$ cat src/rtl/jtag_pkg.sv
// Shared types and helpers for the JTAG master.
package jtag_pkg;

  typedef enum logic [1:0] {
    IDLE = 2'd0,
    LOW  = 2'd1,
    HIGH = 2'd2,
    RSP  = 2'd3
  } jtag_state_e;

  // Width needed to hold a bit count in the range 0..max_bits.
  function automatic int jtag_len_w(input int max_bits);
    return $clog2(max_bits + 1);
  endfunction

endpackage

$ cat src/rtl/jtag_tck_div.sv
// TCK half-period timer: start loads CLK_DIV-1, expire flags the last clk of the half-period.
module jtag_tck_div #(
  parameter int unsigned CLK_DIV = 2
) (
  input  logic clk_i,
  input  logic rst_i,
  input  logic start_i,
  output logic expire_o
);

  localparam int unsigned CNT_W = (CLK_DIV > 1) ? $clog2(CLK_DIV) : 1;
  localparam logic [CNT_W-1:0] RELOAD = CNT_W'(CLK_DIV - 1);

  logic [CNT_W-1:0] cnt_q, cnt_d;

  // Reload on start, otherwise count down and park at zero.
  always_comb begin
    cnt_d = cnt_q;
    if (start_i) begin
      cnt_d = RELOAD;
    end else if (cnt_q != '0) begin
      cnt_d = cnt_q - CNT_W'(1);
    end
  end

  // Counter register.
  always_ff @(posedge clk_i) begin
    if (rst_i) begin
      cnt_q <= '0;
    end else begin
      cnt_q <= cnt_d;
    end
  end

  assign expire_o = (cnt_q == '0);

endmodule

$ cat src/rtl/jtag_master.sv
// Host-side JTAG shifter: drives TCK/TMS/TDI for one command and returns captured TDO.
module jtag_master
  import jtag_pkg::*;
#(
  parameter int unsigned CLK_DIV  = 2,
  parameter int unsigned MAX_BITS = 32,
  parameter int unsigned LEN_W    = jtag_len_w(MAX_BITS)
) (
  input  logic                clk,
  input  logic                rst,
  input  logic                cmd_valid,
  output logic                cmd_ready,
  input  logic [LEN_W-1:0]    cmd_len,
  input  logic [MAX_BITS-1:0] cmd_tms,
  input  logic [MAX_BITS-1:0] cmd_tdi,
  output logic                rsp_valid,
  input  logic                rsp_ready,
  output logic [MAX_BITS-1:0] rsp_data,
  output logic                busy,
  output logic                tck,
  output logic                tms,
  output logic                tdi,
  input  logic                tdo
);

  jtag_state_e state_q, state_d;

  logic [LEN_W-1:0]    len_q;
  logic [LEN_W-1:0]    idx_q;
  logic [MAX_BITS-1:0] tms_sr_q;
  logic [MAX_BITS-1:0] tdi_sr_q;
  logic [MAX_BITS-1:0] rsp_data_q, cap_d;
  logic                tck_q, tms_q, tdi_q;

  logic             accept;
  logic             div_start, div_expire;
  logic             last_bit;
  logic [LEN_W-1:0] len_in;

  assign accept   = cmd_valid & cmd_ready;
  assign len_in   = (cmd_len > LEN_W'(MAX_BITS)) ? LEN_W'(MAX_BITS) : cmd_len;
  assign last_bit = ((idx_q + LEN_W'(1)) == len_q);

  jtag_tck_div #(
    .CLK_DIV (CLK_DIV)
  ) u_div (
    .clk_i    (clk),
    .rst_i    (rst),
    .start_i  (div_start),
    .expire_o (div_expire)
  );

  // State register.
  always_ff @(posedge clk) begin
    if (rst) begin
      state_q <= IDLE;
    end else begin
      state_q <= state_d;
    end
  end

  // Next-state logic.
  always_comb begin
    state_d = state_q;
    unique case (state_q)
      IDLE: if (accept) state_d = (len_in == '0) ? RSP : LOW;
      LOW:  if (div_expire) state_d = HIGH;
      HIGH: if (div_expire) state_d = last_bit ? RSP : LOW;
      RSP:  if (rsp_ready) state_d = IDLE;
      default: state_d = IDLE;
    endcase
  end

  // State-decoded outputs; the divider restarts on every entry into a TCK half-period.
  always_comb begin
    cmd_ready = (state_q == IDLE) & ~rst;
    rsp_valid = (state_q == RSP);
    busy      = (state_q != IDLE);
    div_start = (state_d != state_q) && ((state_d == LOW) || (state_d == HIGH));
  end

  // Capture: TDO lands in the bit slot selected by the current index.
  always_comb begin
    cap_d = rsp_data_q;
    for (int unsigned i = 0; i < MAX_BITS; i++) begin
      if (idx_q == LEN_W'(i)) cap_d[i] = tdo;
    end
  end

  // Datapath: command latches, pin drivers and response register.
  // TMS/TDI come from right-shifting copies of the command so bit idx is always at [0].
  always_ff @(posedge clk) begin
    if (rst) begin
      tck_q      <= 1'b0;
      tms_q      <= 1'b1;
      tdi_q      <= 1'b0;
      rsp_data_q <= '0;
      len_q      <= '0;
      idx_q      <= '0;
      tms_sr_q   <= '0;
      tdi_sr_q   <= '0;
    end else begin
      unique case (state_q)
        IDLE: begin
          if (accept) begin
            len_q      <= len_in;
            idx_q      <= '0;
            rsp_data_q <= '0;
            if (len_in != '0) begin
              tms_q    <= cmd_tms[0];
              tdi_q    <= cmd_tdi[0];
              tms_sr_q <= cmd_tms >> 1;
              tdi_sr_q <= cmd_tdi >> 1;
            end
          end
        end
        LOW: begin
          if (div_expire) begin
            tck_q      <= 1'b1;
            rsp_data_q <= cap_d;
          end
        end
        HIGH: begin
          if (div_expire) begin
            tck_q <= 1'b0;
            if (!last_bit) begin
              idx_q    <= idx_q + LEN_W'(1);
              tms_q    <= tms_sr_q[0];
              tdi_q    <= tdi_sr_q[0];
              tms_sr_q <= tms_sr_q >> 1;
              tdi_sr_q <= tdi_sr_q >> 1;
            end
          end
        end
        default: ;
      endcase
    end
  end

  assign tck      = tck_q;
  assign tms      = tms_q;
  assign tdi      = tdi_q;
  assign rsp_data = rsp_data_q;

endmodule
$ cat config.mk
export PLATFORM = sky130hd
export DESIGN_NAME = jtag_master
export DESIGN_NICKNAME = d
export VERILOG_FILES = /design/src/rtl/jtag_pkg.sv /design/src/rtl/jtag_tck_div.sv /design/src/rtl/jtag_master.sv
export SDC_FILE = /design/constraint.sdc
export NUM_CORES = 1
export LEC_CHECK = 0
export BUFFER_PORTS_ARGS = -buffer_cell sky130_fd_sc_hd__buf_4
export CAP_MARGIN = 10
export CORE_MARGIN = 2
export CORE_UTILIZATION = 40
export DETAILED_ROUTE_END_ITERATION = 6
export SLEW_MARGIN = 5
export SYNTH_ARGS = -nofsm -noshare
export SYNTH_HDL_FRONTEND = slang
export SYNTH_HIERARCHICAL = 1
export SYNTH_SLANG_ARGS = --single-unit
$ cat constraint.sdc
create_clock -name clk -period 4.8 [get_ports clk]
set_input_delay 0 -clock clk [delete_from_list [all_inputs] [get_ports clk]]
set_output_delay 0 -clock clk [all_outputs]
set_load 0.01 [all_outputs]
Word-level counts from Yosys, hierarchy flattened

Cells that the tools add are included.

Register bits: 114
Word-level logic and storage cells: 240

Add/sub/neg operators: 2
Magnitude comparators: 1
Eq/ne operators: 75
Multiplexer cells: 72
Bitwise gates (word level): 3
Reduce and logical (&&, ||, !) cells: 46

Operator list:

| operator              | count |
|---|---|
| $mux W32              | 10 |
| $pmux W32 S2          | 3 |
| $reduce_and A4 Y1     | 33 |
| $eq A6 B5 Y1 const B  | 16 |
| $ne A2 B2 Y1 const B  | 36 |
| $eq A6 B4 Y1 const B  | 8 |
| $mux W1               | 44 |
| $eq A6 B3 Y1 const B  | 4 |
| $mux W6               | 4 |
| $eq A6 B2 Y1 const B  | 2 |
| $logic_not A6 Y1      | 2 |
| $mux W2               | 6 |
| $pmux W6 S2           | 1 |
| $pmux W2 S4           | 1 |
| $reduce_bool A2 Y1    | 4 |
| $add A6 B1 Y6 const B | 1 |
| $eq A2 B2 Y1 const B  | 3 |
| $eq A6 B1 Y1 const B  | 1 |
| $eq A6 B6 Y1          | 1 |
| $gt A6 B6 Y1 const B  | 1 |
| $pmux W1 S2           | 3 |
| $reduce_bool A6 Y1    | 1 |
| $reduce_and A5 Y1     | 1 |
| $eq A2 B1 Y1 const B  | 2 |
| other kinds (10)      | 11 |

Longest topological paths before layout

Gate-level depths: netlist of run 1.

Depth in word-level cells: 10
Gate-level depth with buffers: 10
Mapped depth without buffers: 8

By module

The synthesis of run 1 kept the hierarchy.

By module, submodules not included:

| module       | instances | cells each | area each (um2) | seq. area each (um2) |
|---|---|---|---|---|
| jtag_master  | 1         | 607        | 5362.6          | 2222.1 |
| jtag_tck_div | 1         | 3          | 37.5            | 20.0 |

Least setup slack after synthesis of run 1

OpenSTA, ideal clock, no wires.

Kind: flip-flop to flip-flop
From: register idx_q[0]
To: register u_div.cnt_q
Library setup time: 0.112 ns
Data arrival time: 2.262 ns
Required time: 4.688 ns
Path slack: 2.427 ns
Cell stages (with the launch flop): 11
Clock period less this slack: 2.373 ns
Cell sequence: dfxtp_1 -> inv_1 -> ha_1 -> xnor2_1 -> nand2_1 -> a2111o_1 -> o21a_1 -> buf_2 -> buf_6 -> a31o_2 -> nor2b_4

Longest elaborated chain between the ends: 9
Elaborated cells between the ends (all ways): 11

RTL lines:

| item                                         | line               | text |
|---|---|---|
| start: declaration                           | jtag_master.sv:29  | `logic [LEN_W-1:0] idx_q;` |
| start signal: assignment                     | jtag_master.sv:127 | `idx_q <= idx_q + LEN_W'(1);` |
| $add A6 B1 Y6 (*)                            | jtag_master.sv:42  | `assign last_bit = ((idx_q + LEN_W'(1)) == len_q);` |
| $eq A6 B6 Y1 (*)                             | jtag_master.sv:42  |  |
| $mux W2 (*) (2 in series)                    | jtag_master.sv:68  | `HIGH: if (div_expire) state_d = last_bit ? RSP : LOW;` |
| $pmux W2 S4 (*)                              | jtag_master.sv:65  | `unique case (state_q)` |
| $eq A2 B1 Y1 or $eq A2 B2 Y1 (tied branches) | jtag_master.sv:79  | `div_start = (state_d != state_q) && ((state_d == LOW) \|\| (state_d == HIGH));` |
| $logic_or A1 B1 Y1                           | jtag_master.sv:79  |  |
| $logic_and A1 B1 Y1 (*)                      | jtag_master.sv:79  |  |
| via div_start                                | jtag_master.sv:36  | `logic div_start, div_expire;` |
| $mux W1 (*)                                  | jtag_tck_div.sv:19 | `if (start_i) begin` |
| end signal: assignment                       | jtag_tck_div.sv:31 | `cnt_q <= cnt_d;` |
| end: declaration                             | jtag_tck_div.sv:14 | `logic [CNT_W-1:0] cnt_q, cnt_d;` |

Mark *: on every way through the listed nets, which the timed path passes. The rest lies on a longest branch.
A chain may end at the register's enable or synchronous reset.

Worst setup path after layout of run 1

From: register idx_q[0]
To: register tms_sr_q[30]

Longest elaborated chain between the ends: 4

RTL lines:

| item                               | line               | text |
|---|---|---|
| $add A6 B1 Y6                      | jtag_master.sv:42  |  |
| $eq A6 B6 Y1                       | jtag_master.sv:42  |  |
| $ne A2 B2 Y1 (no source line)      | -                  |  |
| $reduce_and A5 Y1 (no source line) | -                  |  |
| end signal: assignment             | jtag_master.sv:112 | `tms_sr_q <= cmd_tms >> 1;` |
| end signal: assignment             | jtag_master.sv:130 | `tms_sr_q <= tms_sr_q >> 1;` |
| end: declaration                   | jtag_master.sv:30  | `logic [MAX_BITS-1:0] tms_sr_q;` |

Every way passes these cells.

==> results of run 1 <==
## flip-flops by register name (all words and copies together), names as in the netlist
name	count
tms_sr_q	31
tdi	1
idx_q	6
len_q	6
tms	1
rsp_data	32
tdi_sr_q	31
tck	1
u_div/cnt_q	1
state_q	2
## cell families after synthesis
kind of cell | share of synthesized area
adders and majority gates | 0.00927
buffers and inverters | 0.0649
and+or+nand+nor | 0.158
DFF | 0.415
muxes | 0.165
xor gates and xnor gates | 0.0114
AOI/OAI and AO/OA | 0.176
## cell type report
| type | instances | area [um2] |
|---|---|---|
| Sequential cell | 112 | 2240 |
| Inverter | 8 | 30.0 |
| Timing Repair Buffer | 149 | 1200 |
| Clock buffer | 9 | 225 |
| Multi-Input combinational cell | 431 | 2840 |
| Clock inverter | 7 | 141 |
| Tap cell | 176 | 220 |
| Fill cell | 1250 | 6300 |
## placed cells by master (no fill, tap or decap), types with 2 or more instances in the layout
| cell | count |
|---|---|
| nand2_1 | 15 |
| o211ai_1 | 3 |
| o21ai_0 | 13 |
| xor2_1 | 4 |
| mux2i_1 | 88 |
| bufinv_16 | 4 |
| dfxtp_1 | 112 |
| a21o_1 | 2 |
| buf_4 | 118 |
| a211oi_1 | 61 |
| nor4_1 | 2 |
| a21oi_1 | 40 |
| nand3b_1 | 5 |
| and2_1 | 2 |
| a31oi_1 | 8 |
| dlygate4sd3_1 | 31 |
| nor3_1 | 3 |
| nor2b_1 | 5 |
| o31ai_1 | 6 |
| clkbuf_16 | 9 |
| nand3_1 | 30 |
| and3_1 | 2 |
| inv_1 | 7 |
| xnor2_1 | 3 |
| nor2_1 | 106 |
| ha_1 | 4 |
| nand2b_1 | 8 |
## power by group
group / total (mW) / switching, mW / leakage [nW] / internal [mW]
Combinational: 0.630 / 0.339 / 1.97 / 0.291
Sequential: 1.11 / 0.0708 / 0.917 / 1.04
Clock: 0.910 / 0.346 / 0.176 / 0.564
Total: 2.65 / 0.756 / 3.07 / 1.89
## critical path, delay by kind of cell, from the launching register on
kind                       cells  cell delay, ns
adders and majority gates      1            0.44
DFF                            1            0.48
and+or+nand+nor                2            0.52
buffers and inverters          1            0.41
AOI/OAI and AO/OA              4            1.10
## synthesized netlist by cell type, drive strengths merged (6+ instances only)
cell / count / area (um2)
dfxtp: 112 / 2240
nor2: 107 / 404
mux2i: 88 / 881
a211oi: 62 / 465
a21oi: 40 / 200
clkbuf: 30 / 113
nand3: 30 / 150
buf: 29 / 208
nand2: 15 / 56.3
o21ai: 13 / 65.1
nand2b: 9 / 56.3
a31oi: 8 / 50.1
inv: 7 / 26.3
nor2b: 6 / 45.0
o31ai: 6 / 45.0
## per-stage QoR
stage | utilization | cell area [um2] | std cells | power [mW]
floorplan | - | 5400 | 610 | 1.59
global placement | 0.471 | 6210 | 845 | 1.72
detailed placement | 0.471 | 6210 | 845 | 1.74
CTS | 0.522 | 6890 | 892 | 2.68
global route | 0.522 | 6890 | 892 | 2.79
finish | 0.522 | 6890 | 892 | 2.65
## routing by layer
metal | part of all wire | wire, um
met4 | 0.017 | 213
met3 | 0.039 | 497
met1 | 0.46 | 5870
met5 | 0 | 0
met2 | 0.49 | 6230
## worst max path at each step
| stage | from | to | cells after the start |
|---|---|---|---|
| finish | idx_q[0]$_SDFFE_PP0P_ | tms_sr_q[30]$_SDFFE_PP0P_ | 8 |
| floorplan | idx_q[0]$_SDFFE_PP0P_ | u_div/cnt_q$_SDFF_PP0_ | 10 |
| detailed placement | idx_q[0]$_SDFFE_PP0P_ | tms_sr_q[10]$_SDFFE_PP0P_ | 8 |
| CTS | idx_q[0]$_SDFFE_PP0P_ | tms_sr_q[30]$_SDFFE_PP0P_ | 8 |
| global placement | state_q[1]$_SDFF_PP0_ | tms_sr_q[30]$_SDFFE_PP0P_ | 7 |
| global route | idx_q[0]$_SDFFE_PP0P_ | tms_sr_q[15]$_SDFFE_PP0P_ | 8 |
==> flow_metrics.tcl, run 1 <==
set metrics [dict create \
    cpMaxStageDelayCell "dfxtp_1" \
    dpl.hpwl_mm 8.58 \
    slew_violations 0 \
    cts_root_buf "clkbuf_16" \
    yosysUniqueCellTypes 48 \
    coreArea_um2 13200 \
    track_usage 0.179 \
    postSynthAreaPerCell_um2 8.85 \
    pin_count 113 \
    finalHoldViolations 0 \
    syn-num-nets 689 \
    timing.rr.end "tms_sr_q[30]$_SDFFE_PP0P_" \
    cts_tree "built" \
    ys_ff_latch 112 \
    grt_use_met2 0.301 \
    cts_buffer_depth 2 \
    status "finished, final reports clean" \
    die_h_um 120 \
    die_x_um 120 \
    yosysWarnings 6 \
    vias 4668 \
    required_ns 5.08 \
    ys.flop_type "dfxtp_1" \
    cp-end-kind "flop" \
    rrSetupSlack_ns 1.71 \
    htree_levels 3 \
    rows 42 \
    portBuffers 112 \
    floorplan.initialDensity 0.409 \
    syn-cell-area_um2 5400 \
    preCtsSetupSlack_ns 1.77 \
    finalSetupViolCount 0 \
    reg2regPathDepth 8 \
    ir_worst_vdd_v 0.000162 \
    slew_headroom 0.253 \
    area_growth_pct 27.6 \
    wirelength_mm 12.8 \
    drive_above_1_share 0.198 \
    clk_pin_slew_ns 0.08 \
    tns_ns 0 \
    clock_latency_ns 0.35 \
    synth_edf_count 0 \
    holdPathStages 3 \
    gr-total-overflow 0 \
    grtUsageMet3 0.0382 \
    worst_hold_slack_ns 0.00334 \
    tightest_slew_ns 1.12 \
    crit_path_max_incr_delay_ns 0.48 \
    dieArea_um2 14400 \
    p_leak_nw 3.07 \
    timing.rr.start "idx_q[0]$_SDFFE_PP0P_" \
    finalCriticalPeriod_ns 3.09 \
    antenna_found_initial 0 \
    cp_cell_sequence "ha_1 > and3b_1 > o22ai_1 > a2111o_1 > o21a_4 > buf_4 > nand2b_1 > a21oi_1" \
    cts_sinks 112 \
    met1_usage 0.225 \
    syn_inst 610 \
    holdCritPathClass "primary input to flop" \
    synthArstFlopShare 0 \
    cts_buffers 9 \
    via_per_inst 5.23 \
    grt_start_max_net_pins 75 \
    max-cap-violations 0 \
    drc 0 \
    first_global_vias 4393 \
    critPathLaunchType "flop" \
    grt_pass1_wl_mm 20.7 \
    cts_hold_buf 31 \
    crit_arrival_ns 3.37 \
    cts_setup_buffers 0 \
    drtIter0Drc 236 \
    postRouteAntennaNets 0 \
    fin_worst_skew_ns 0.00911 \
    max_freq_mhz 324 \
    rsz0062_at_grt "no" \
    layout.nets 790 \
    layout_setup_ws_ns 1.71 \
    drt-pass1-iter-count 4 \
    finalCritPeriodShare 0.643 \
    powerDensity_nw_per_um2 384 \
    yosysSeqAreaShare 0.415 \
    criticalPathCategory "flop to flop" \
    wire_per_inst_um 14.4 \
    hold_start "cmd_tms[8]" \
    crit_path_max_fanout 74 \
    insertedDiodeCount 0 \
    gr-max-usage-layer "met2" \
    cts_resized 0 \
    holdPathEnd "tms_sr_q[7]$_SDFFE_PP0P_" \
    gp_routability_congestion 0.826 \
]
Note: power is estimated with default switching activity, not from simulation.
==> run 2: changes to the inputs <==
Clock period 4.8 ns to 3.1 ns, I/O delays scaled along.
==> flow_metrics.tcl, run 2 (synthesis results as in run 1) <==
set metrics [dict create \
    cp-end-kind "flop" \
    max_freq_mhz 354 \
    ir_worst_vdd_v 0.000293 \
    worst_hold_slack_ns 0.00903 \
    finalCritPeriodShare 0.910 \
    die_h_um 120 \
    die_x_um 120 \
    reg2regPathDepth 7 \
    track_usage 0.181 \
    tightest_slew_ns 1.00 \
    dieArea_um2 14400 \
    seq_area_um2 2240 \
    timing.rr.end "tdi_sr_q[18]$_SDFFE_PP0P_" \
    timing.rr.start "idx_q[0]$_SDFFE_PP0P_" \
    insertedDiodeCount 0 \
    antenna_found_initial 0 \
    floorplan.initialDensity 0.409 \
    cts_tree "built" \
    coreArea_um2 13200 \
    cts_buffer_depth 2 \
    multi_input_area_um2 2840 \
    final.fill_count 1250 \
    pin_count 113 \
    required_ns 3.34 \
    clock_latency_ns 0.35 \
    cts_setup_buffers 0 \
    placed_cell_area_um2 6270 \
    drc 0 \
    finalSetupViolCount 0 \
    p_leak_nw 3.08 \
    rsz0062_at_grt "no" \
    via_per_inst 5.08 \
    cts_sinks 112 \
    holdPathEnd "tdi_sr_q[27]$_SDFFE_PP0P_" \
    portBuffers 112 \
    slew_headroom 0.333 \
    cts_buffers 9 \
    layout.nets 801 \
    critPathLaunchType "flop" \
    rrSetupSlack_ns 0.28 \
    wirelength_mm 12.9 \
    stdcell_area_um2 6890 \
    drt-pass1-iter-count 4 \
    criticalPathCategory "flop to flop" \
    drive_above_1_share 0.200 \
    max-cap-violations 0 \
    vias 4581 \
    finalHoldViolations 0 \
    dpl.hpwl_mm 8.63 \
    cts_root_buf "clkbuf_16" \
    layout_commonest_cell "buf_4" \
    hold_start "cmd_tdi[28]" \
    powerDensity_nw_per_um2 546 \
    grt_pass1_wl_mm 21.3 \
    crit_path_max_fanout 47 \
    critPathLaunch "idx_q[0]$_SDFFE_PP0P_" \
    rows 42 \
    largest_register_ffs 32 \
    wire_per_inst_um 14.3 \
    final_cell_mix "buf_4 (123), dfxtp_1 (112), nor2_1 (106)" \
    gr-total-overflow 0 \
    htree_levels 3 \
    first_global_vias 4343 \
    holdPathStages 3 \
    clk_pin_slew_ns 0.07 \
    gp_routability_congestion 0.827 \
    finalCriticalPeriod_ns 2.82 \
    area_growth_pct 27.6 \
    status "finished, final reports clean" \
    slew_violations 0 \
    postRouteAntennaNets 0 \
    drtIter0Drc 381 \
    holdCritPathClass "primary input to flop" \
    crit_arrival_ns 3.06 \
    fin_worst_skew_ns 0.0111 \
    grt_start_max_net_pins 93 \
    tns_ns 0 \
]
[run 2: changes by cell type in the layout (fill, tap and decap cells not counted), moves of 2 or more]
cell           before  now
bufinv_16           4    0
dlygate4sd3_1      31   36
buf_4             118  123
clkinv_4            0    2
[run 2: stage by stage]
step	cells	setup slack [ns]	util	power (mW)
2_1_floorplan	610	0.727	-	2.46
3_3_place_gp	851	0.426	0.475	2.68
3_5_place_dp	851	0.326	0.475	2.71
4_1_cts	901	0.299	0.522	3.81
5_1_grt	901	0.0405	0.522	3.99
6_report	901	0.279	0.522	3.77
[run 2: power by group]
| group | internal [mW] | switching [mW] |
|---|---|---|
| Clock | 0.541 | 0.515 |
| Combinational | 0.467 | 0.543 |
| Sequential | 1.61 | 0.0905 |
| Total | 2.62 | 1.15 |
[run 2: final cells by class]
cell class | instances | area share
well taps | 176 | 0.0320
flip-flops and latches | 112 | 0.325
clock buffers | 10 | 0.0332
inverters | 8 | 0.00436
repair buffers | 160 | 0.189
multi-input cells | 431 | 0.411
clock inverters | 4 | 0.00454
[run 2: worst max-delay path, stage by stage, from the launching register on]
cell and delay (ns):
dfxtp_1 0.45, ha_1 0.43, and3b_1 0.27, o22ai_1 0.10
a2111o_1 0.48, o21a_4 0.39, buf_4 0.28, a211oi_1 0.29
[run 2: how the worst max path moves through the flow]
stage / end / slack [ns] / depth (start not counted)
finish: tdi_sr_q[18]$_SDFFE_PP0P_ / 0.28 / 7
global route: tdi_sr_q[18]$_SDFFE_PP0P_ / 0.04 / 7
CTS: tdi_sr_q[18]$_SDFFE_PP0P_ / 0.30 / 7
detailed placement: tdi_sr_q[18]$_SDFFE_PP0P_ / 0.33 / 7
global placement: tdi_sr_q[30]$_SDFFE_PP0P_ / 0.43 / 8
floorplan: u_div/cnt_q$_SDFF_PP0_ / 0.73 / 10
[run 2: routing by layer]
metal | up-vias | wire length, um | global-route usage
met5 | - | 0 | 0
met4 | 0 | 97 | 0.0360
met3 | 9 | 719 | 0.0538
met2 | 106 | 6130 | 0.300
met1 | 2080 | 5970 | 0.235
li1 | 2386 | - | -
[run 2: repair_timing]
item	CTS	global route
hold endpoints to repair	37	0
setup endpoints to repair	0	0
hold buffers	36	0
gates resized for setup	0	0
==> run 3: changes to the inputs <==
Settings changed: HOLD_SLACK_MARGIN from default to 0.08, RECOVER_POWER from default to 100.
==> flow_metrics.tcl, run 3 (synthesis results as in run 1) <==
set metrics [dict create \
    clock_latency_ns 0.35 \
    finalHoldViolations 0 \
    crit_arrival_ns 3.03 \
    status "finished, final reports clean" \
    worst_hold_slack_ns 0.457 \
    powerDensity_nw_per_um2 530 \
    wirelength_mm 13.5 \
    tns_ns 0 \
    layout_setup_ws_ns 0.261 \
    antenna_found_initial 0 \
    portBuffers 112 \
    die_h_um 120 \
    cp-end-kind "flop" \
    layout.nets 841 \
    max-cap-violations 0 \
    drive_above_1_share 0.139 \
    critPathLaunch "idx_q[0]$_SDFFE_PP0P_" \
    crit_end "tdi$_SDFFE_PP0P_" \
    area_growth_pct 32.1 \
    pin_count 113 \
    wire_per_inst_um 14.3 \
    multi_input_area_um2 2830 \
    floorplan.initialDensity 0.409 \
    rsz0062_at_grt "no" \
    cts_sinks 112 \
    criticalPathCategory "flop to flop" \
    dieArea_um2 14400 \
    dpl.hpwl_mm 8.63 \
    track_usage 0.188 \
    fin_worst_skew_ns 0.0114 \
    critPathLaunchType "flop" \
    cts_buffers 9 \
    drt-pass1-iter-count 5 \
    required_ns 3.29 \
    holdCritPathClass "primary input to flop" \
    drc 0 \
    vias 4815 \
    slew_violations 0 \
    gr-total-overflow 0 \
    stdcell_area_um2 7130 \
    via_per_inst 5.12 \
    htree_levels 3 \
    finalCriticalPeriod_ns 2.84 \
    finalPower_mw 3.78 \
    first_global_vias 4573 \
    cts_tree "built" \
    finalCritPeriodShare 0.916 \
    reg2regPathDepth 8 \
    final.fill_count 1240 \
    rrSetupSlack_ns 0.26 \
    cts_root_buf "clkbuf_16" \
    crit_path_max_fanout 60 \
    timing.rr.start "idx_q[0]$_SDFFE_PP0P_" \
    max_freq_mhz 352 \
    slew_headroom 0.125 \
    gp_routability_congestion 0.827 \
    cts_buffer_depth 2 \
    insertedDiodeCount 0 \
    layout_commonest_cell "dfxtp_1" \
    timing.rr.end "tdi$_SDFFE_PP0P_" \
    die_x_um 120 \
    largest_register_ffs 32 \
    final_cell_mix "dfxtp_1 (112), nor2_1 (106), mux2i_1 (88)" \
    ir_worst_vdd_v 0.000296 \
    finalSetupViolCount 0 \
    grt_start_max_net_pins 93 \
    postRouteAntennaNets 0 \
    coreArea_um2 13200 \
    placed_cell_area_um2 6270 \
    drtIter0Drc 362 \
    clk_pin_slew_ns 0.07 \
    tightest_slew_ns 1.31 \
    p_leak_nw 3.08 \
    grt_pass1_wl_mm 22.1 \
    preCtsSetupSlack_ns 0.326 \
    seq_area_um2 2240 \
    cts_resized 0 \
    rows 42 \
]
## run 3: metal layers
metal / routed length (um) / up-vias / track usage
li1: - / 2467 / -
met1: 6170 / 2209 / 0.239
met2: 6520 / 122 / 0.318
met3: 641 / 17 / 0.0495
met4: 158 / 0 / 0.0434
met5: 0 / - / 0
## run 3: critical path: stages, from the launching register on
cell      delay, ns
dfxtp_1        0.45
ha_1           0.43
and3b_1        0.27
o22ai_1        0.10
a2111o_1       0.48
o21a_4         0.39
buf_6          0.29
nor2_1         0.15
a211oi_1       0.07
## run 3: cell type report
| class | count | area share |
|---|---|---|
| clock buffer | 10 | 0.0321 |
| inverter | 8 | 0.00421 |
| sequential | 112 | 0.314 |
| timing repair buffer | 200 | 0.217 |
| multi-input combinational | 431 | 0.397 |
| tap | 176 | 0.0309 |
| clock inverter | 4 | 0.00439 |
## run 3: worst min path at each step
stage                                          end  depth (start not counted)  slack [ns]       start
after floorplan             u_div/cnt_q$_SDFF_PP0_                          1        0.06         rst
after global placement       len_q[5]$_SDFFE_PP0P_                          3        0.25  cmd_len[5]
after detailed placement     len_q[5]$_SDFFE_PP0P_                          3        0.25  cmd_len[5]
after CTS                 rsp_data[3]$_SDFFE_PP0P_                          5        0.36         tdo
after global routing         len_q[0]$_SDFFE_PP0P_                          4        0.49  cmd_len[0]
final                        len_q[5]$_SDFFE_PP0P_                          4        0.46  cmd_len[5]
## run 3: stage by stage
| step | instances | util |
|---|---|---|
| after detailed placement | 851 | 0.475 |
| final | 941 | 0.541 |
| after CTS | 941 | 0.553 |
| after global routing | 941 | 0.541 |
| after global placement | 851 | 0.475 |
| after floorplan | 610 | - |
## run 3: what timing repair did
item	CTS	global route
hold buffers	76	0
buffers inserted	0	0
endpoints found under the hold margin	80	0
## run 3: power breakdown
| part | leakage, nW | internal (mW) | switching [mW] |
|---|---|---|---|
| combinational | 2.04 | 0.467 | 0.554 |
| sequential | 0.917 | 1.61 | 0.0913 |
| clock | 0.129 | 0.541 | 0.519 |
| total | 3.08 | 2.62 | 1.16 |
